===== src/rtl/fir_pkg.sv =====
// Shared types, widths and the tap-length rule for the FIR sequencing controller.
package fir_pkg;

  localparam int unsigned SLOT_W    = 16;
  localparam int unsigned NUM_SLOTS = 15;
  localparam int unsigned TAP_W     = 4;
  localparam int unsigned FLAT_W    = SLOT_W * NUM_SLOTS;

  typedef enum logic [1:0] {
    IDLE = 2'd0,
    WAIT = 2'd1,
    OUT  = 2'd2
  } state_t;

  // Odd tap count for a tap setting: 0 for 0, otherwise 2*floor(t/2)+1.
  function automatic logic [TAP_W-1:0] tap_len(input logic [TAP_W-1:0] t);
    return (t == '0) ? '0 : (t | TAP_W'(1));
  endfunction

endpackage


===== src/rtl/fir_seq_ctrl_if.sv =====
// Sample-in / result-out handshake bundle for the FIR sequencing controller.
interface fir_seq_ctrl_if;
  import fir_pkg::*;

  logic              s_valid;
  logic [SLOT_W-1:0] s_data;
  logic              s_ready;
  logic              m_valid;
  logic [SLOT_W-1:0] m_data;
  logic              m_ready;

  // slave: the controller side; master: upstream source / downstream sink side
  modport slave  (input  s_valid, s_data, m_ready, output s_ready, m_valid, m_data);
  modport master (output s_valid, s_data, m_ready, input  s_ready, m_valid, m_data);

endinterface


===== src/rtl/fir_delay_line.sv =====
// 15-slot sample history: slot 0 takes the new sample, the oldest slot falls off.
module fir_delay_line
  import fir_pkg::*;
(
  input  logic              clk,
  input  logic              i_clr,
  input  logic              i_shift,
  input  logic [SLOT_W-1:0] i_din,
  output logic [FLAT_W-1:0] o_data
);

  logic [NUM_SLOTS-1:0][SLOT_W-1:0] r_slots;

  always_ff @(posedge clk) begin
    if (i_clr) begin
      r_slots <= '0;
    end else if (i_shift) begin
      r_slots <= {r_slots[NUM_SLOTS-2:0], i_din};
    end
  end

  assign o_data = r_slots;

endmodule


===== src/rtl/fir_seq_ctrl.sv =====
// FIR sample sequencer: accepts samples, feeds the delay line, returns filter results.
// Optional build macro FIR_SEQ_PRIME_EN suppresses results until the delay line is primed.
module fir_seq_ctrl
  import fir_pkg::*;
#(
  parameter logic [TAP_W-1:0] RESET_TAP = TAP_W'(15)
) (
  input  logic              clk,
  input  logic              rst,
  fir_seq_ctrl_if.slave     bus,
  input  logic              cfg_load,
  input  logic [TAP_W-1:0]  cfg_tap,
  output logic [TAP_W-1:0]  flt_tap,
  output logic [FLAT_W-1:0] flt_data,
  input  logic [SLOT_W-1:0] flt_result,
  output logic              primed
);

  state_t           r_state;
  logic [TAP_W-1:0] r_tap;
  logic [TAP_W-1:0] r_fill;
  logic             r_m_valid;
  logic             r_primed;

  logic             w_s_ready;
  logic             w_accept;
  logic             w_clr;
  logic             w_out_en;
  logic [TAP_W-1:0] w_fill_inc;

  // A config load owns the IDLE cycle, so no sample is taken alongside it.
  assign w_s_ready  = !rst && (r_state == IDLE) && !cfg_load;
  assign w_accept   = w_s_ready && bus.s_valid;
  assign w_clr      = rst || ((r_state == IDLE) && cfg_load);
  assign w_fill_inc = (r_fill < tap_len(r_tap)) ? (r_fill + TAP_W'(1)) : r_fill;

`ifdef FIR_SEQ_PRIME_EN
  assign w_out_en = (r_fill >= tap_len(r_tap));
`else
  assign w_out_en = 1'b1;
`endif

  always_ff @(posedge clk) begin
    if (rst) begin
      r_state   <= IDLE;
      r_tap     <= RESET_TAP;
      r_fill    <= '0;
      r_m_valid <= 1'b0;
      r_primed  <= (RESET_TAP == '0);
    end else begin
      case (r_state)
        IDLE: begin
          if (cfg_load) begin
            r_tap    <= cfg_tap;
            r_fill   <= '0;
            r_primed <= (cfg_tap == '0);
          end else if (bus.s_valid) begin
            r_fill   <= w_fill_inc;
            r_primed <= (w_fill_inc >= tap_len(r_tap));
            r_state  <= WAIT;
          end
        end
        // Filter registers its result during this cycle.
        WAIT: begin
          if (w_out_en) begin
            r_state   <= OUT;
            r_m_valid <= 1'b1;
          end else begin
            r_state <= IDLE;
          end
        end
        OUT: begin
          if (bus.m_ready) begin
            r_state   <= IDLE;
            r_m_valid <= 1'b0;
          end
        end
        default: begin
          r_state   <= IDLE;
          r_m_valid <= 1'b0;
        end
      endcase
    end
  end

  fir_delay_line u_delay_line (
    .clk     (clk),
    .i_clr   (w_clr),
    .i_shift (w_accept),
    .i_din   (bus.s_data),
    .o_data  (flt_data)
  );

  // Delay line and tap are frozen in OUT, so the filter result holds steady.
  assign bus.s_ready = w_s_ready;
  assign bus.m_valid = r_m_valid;
  assign bus.m_data  = r_m_valid ? flt_result : '0;
  assign flt_tap     = r_tap;
  assign primed      = r_primed;

endmodule

===== src/flat_wrapper.sv =====
// flat-port wrapper written by rule: the top's interface ports become plain ports
module fir_seq_ctrl_flat import fir_pkg::*;
#(
  parameter logic [TAP_W-1:0] RESET_TAP = TAP_W'(15)
)
  (clk, rst, cfg_load, cfg_tap, flt_tap, flt_data, flt_result, primed, bus_s_valid, bus_s_data, bus_m_ready, bus_s_ready, bus_m_valid, bus_m_data);
  fir_seq_ctrl_if bus_i ();
  input  logic clk;
  input  logic rst;
  input  logic cfg_load;
  input  logic [TAP_W-1:0] cfg_tap;
  output logic [TAP_W-1:0] flt_tap;
  output logic [FLAT_W-1:0] flt_data;
  input  logic [SLOT_W-1:0] flt_result;
  output logic primed;
  input wire logic [$bits(bus_i.s_valid)-1:0] bus_s_valid;
  input wire logic [$bits(bus_i.s_data)-1:0] bus_s_data;
  input wire logic [$bits(bus_i.m_ready)-1:0] bus_m_ready;
  output wire logic [$bits(bus_i.s_ready)-1:0] bus_s_ready;
  output wire logic [$bits(bus_i.m_valid)-1:0] bus_m_valid;
  output wire logic [$bits(bus_i.m_data)-1:0] bus_m_data;
  assign bus_i.s_valid = bus_s_valid;
  assign bus_i.s_data = bus_s_data;
  assign bus_i.m_ready = bus_m_ready;
  assign bus_s_ready = bus_i.s_ready;
  assign bus_m_valid = bus_i.m_valid;
  assign bus_m_data = bus_i.m_data;
  fir_seq_ctrl #(.RESET_TAP(RESET_TAP)) u_core (.clk(clk), .rst(rst), .bus(bus_i), .cfg_load(cfg_load), .cfg_tap(cfg_tap), .flt_tap(flt_tap), .flt_data(flt_data), .flt_result(flt_result), .primed(primed));
endmodule

===== config.mk =====
export PLATFORM = sky130hd
export DESIGN_NAME = fir_seq_ctrl_flat
export DESIGN_NICKNAME = d
export VERILOG_FILES = /design/src/rtl/fir_pkg.sv /design/src/rtl/fir_seq_ctrl_if.sv /design/src/rtl/fir_delay_line.sv /design/src/rtl/fir_seq_ctrl.sv /design/src/flat_wrapper.sv
export SDC_FILE = /design/constraint.sdc
export NUM_CORES = 1
export LEC_CHECK = 0
export BUFFER_PORTS_ARGS = -buffer_cell sky130_fd_sc_hd__buf_2
export CAP_MARGIN = 10
export CORE_MARGIN = 3
export CORE_UTILIZATION = 40
export DETAILED_ROUTE_END_ITERATION = 10
export PLACE_DENSITY = 0.66
export SLEW_MARGIN = 15
export SYNTH_ARGS = -nofsm -noshare
export SYNTH_HDL_FRONTEND = slang
export SYNTH_HIERARCHICAL = 1
export SYNTH_SLANG_ARGS = --single-unit

===== constraint.sdc =====
create_clock -name clk -period 3.6 [get_ports clk]
set_input_delay 0.18 -clock clk [delete_from_list [all_inputs] [get_ports clk]]
set_output_delay 0.18 -clock clk [all_outputs]
set_load 0.1 [all_outputs]

==> flow_summary.toml <==
[routing]
wl_um = 22900
routedWlPerCell_um = 15.1
firstDrtPassIters = 4
routed-via-count = 7139
avgViaCountPerCell = 4.70
dr.first_iter.drc_count = 342
antenna_left = 0
post-route-drc-count = 0

[logic_synthesis]
synth_top_area_share_pct = 53.2
synth_xor_area_share_pct = 0.277
yosysWarnings = 6
synth_compound_area_share_pct = 1.48
synth_top_family_by_area = "multiplexers"
syn_avg_cell_area_um2 = 10.8
syn_nets = 928
synthMuxAreaShare_pct = 25.6
yosysUniqueCellTypes = 39
ys_seq_area_share_pct = 53.2
synth_area_um2 = 9490
synth_area_leaders = "dfxtp_1 (53%), mux2i_1 (25%), nor2_1 (9.9%), buf_8 (3.2%), and2_1 (1.1%)"
synth_seq_cells = 252
synth_fa_ha_area_share_pct = 1.05
syn_inst = 879
yosys.area.top_type = "dfxtp_1"
yosys.area_share.simple_pct = 12.7

[run_status]
status = "complete, no violations"

[global_route]
use_met3_pct = 3.55
gr-usage-all-layers_pct = 16.9
grt_pass1_vias = 6654
use_met1_pct = 22.7
grt_max_degree = 133
gr-total-overflow = 0
grt_pass1_wl_um = 36600
busiest_layer = "met2"
antenna_found_initial = 0
gr-usage-met2_pct = 27.6

[finish]
final_nets = 1235
register_area_um2 = 5040
area_growth_pct = 28.1
final_layout_size_suffix_gt1_share_pct = 29.9
utilization_pct = 52.9
instances_no_fill = 1519
fin_area_um2 = 12200
n_antenna_cell = 0
n_fill_cell = 2126
multi_input_area_um2 = 3900

[floorplanning]
ios = 304
die_area_um2 = 25600
die-height_um = 160
die_x_um = 160
row_count = 55
initial_utilization_pct = 41.3
core_um2 = 23000

[cts]
cts-resized-gates = 0
cts_setup_buffers = 0
root_buffer = "clkbuf_16"
clkSinkCount = 252
clk_pin_slew_ns = 0.06
cts_hold_buffers = 22
clock_latency_ns = 0.52
cts_inserted_buffers = 27
cts.path.max_buffers = 3
cts_tree = "built"
htree_levels = 1

[hold_path]
hp-class = "in2reg"
hold_start = "bus_s_valid"

[power]
p_leak_nw = 5.27
power_mw = 5.91
sw_frac_of_total_pct = 22.6
p_seq_share_pct = 47.5
comb_power_share_pct = 6.3
powerDensity_nw_per_um2 = 487
ir_drop_mv = 0.316
switching_power_mw = 1.34
clockPowerShare_pct = 46.2
p_int_mw = 4.58

[sta]
rsz0062_at_grt = "false"
fin_skew_ns = 0.00537
setup_viol = 0
hold-worst-slack_ns = 0.0958
max_slew.worst_pin.slew_ns = 0.672
drv_slew = 0
setup_slack_ns = 1.00
fmax_mhz = 385
finalSetupTns_ns = 0
hold_viol = 0
min_period_ns = 2.60
fin_crit_sh_pct = 72.2
relSlewSlack_pct = 55.2

[placement]
postPlaceCellArea_um2 = 11100
globalplace.congestion = 0.844
place_inst = 1448
hpwlAfterDp_um = 15700
portBuffers = 303
post-place-ws_ns = 1.01

[setup_path]
required_ns = 4.00
worstSetupPathType = "reg2reg"
crit_fanout = 6
startpoint = "u_core/flt_tap[1]"
startpoint_type = "flip-flop"
regToRegStartpoint = "u_core/flt_tap[1]"
worstPathArrival_ns = 2.99
worstSetupEndpointType = "flip-flop"

[job]
maxCapViolations = 0
[power by group through the flow]
stage	Sequential [mW]	Clock (mW)	Combinational, mW
6_report	2.81	2.73	0.372
2_1_floorplan	2.93	0	0.254
3_5_place_dp	2.87	0	0.356
3_3_place_gp	2.87	0	0.356
4_1_cts	2.81	2.82	0.374
5_1_grt	2.81	2.95	0.397
[cells by family (layout without fill, tap and decap cells)]
kind of cell | after synthesis | in the layout
flip-flops | 252 | 252
multiplexers | 242 | 242
AO/OA/AOI/OAI | 18 | 18
adder cells (fa/ha/maj) | 8 | 8
XOR/XNOR | 3 | 3
buffers and inverters | 64 | 391
AND/OR/NAND/NOR | 292 | 292
[cells in the mapped netlist (all sizes together)]
library cell and instances:
nand3 2, a211oi 1, buf 48, or4 3, a22oi 1, inv 8, a2bb2oi 1, a211o 4
nand2b 1, o311ai 1, nand2 8, a21o 2, xor2 1, or2 1, o211ai 2, nor3b 1
nor2b 2, nand4 2, and2 17, nor2 251, nor3 1, nor4 2, xnor2 2, or3 1
ha 8, o22ai 1, mux2i 241, o21ai 2, a21oi 3, mux2 1, dfxtp 252, clkbuf 8
[path summary, 6_finish.rpt]
check                                         end  slack [ns]  cells after the start
hold reg to reg   u_core/u_delay_line/o_data[239]        0.49                      2
setup reg to reg                    u_core/primed        1.00                     10
setup / recovery                    u_core/primed        1.00                     10
hold / removal                  u_core/r_state[0]         0.1                      3
[critical path: stages (launching register included)]
cell	delay, ns
dfxtp_1	0.37
inv_1	0.07
ha_1	0.29
o211ai_1	0.34
a21oi_4	0.08
nor2_2	0.23
mux2_4	0.32
ha_1	0.30
a21o_1	0.16
a211oi_1	0.22
o22ai_1	0.11
[routing by layer]
layer	vias up	wire (um)
li1	3558	-
met1	3297	10300
met2	250	10600
met3	34	1530
met4	0	522
met5	-	0
[cell type report]
type,count,share of cell area [%]
Inverter,8,0.350
Multi-Input combinational cell,563,32.1
Clock inverter,10,1.08
Tap cell,313,3.22
Sequential cell,252,41.5
Timing Repair Buffer,334,15.6
Clock buffer,39,6.18
[state kept, by name, indices dropped and copies added (netlist names)]
| name | flops |
|---|---|
| u_core/bus.m_valid | 1 |
| u_core/flt_tap | 4 |
| u_core/primed | 1 |
| u_core/r_fill | 4 |
| u_core/r_state | 2 |
| u_core/u_delay_line/o_data | 240 |
[layout by cell type (no fill, tap or decap), drive strengths merged]
master         n
a211o          4
a211oi         1
a21o           2
a21oi          3
a22oi          1
a2bb2oi        1
and2          17
buf          312
bufinv         3
clkbuf        39
clkinv         5
clkinvlp       1
dfxtp        252
dlygate4sd3   22
ha             8
inv            9
mux2           1
mux2i        241
nand2          8
nand2b         1
nand3          2
nand4          2
nor2         251
nor2b          2
nor3           1
nor3b          1
nor4           2
o211ai         2
o21ai          2
o22ai          1
o311ai         1
or2            1
or3            1
or4            3
xnor2          2
xor2           1
No activity file was read; power rests on OpenSTA's default activity.
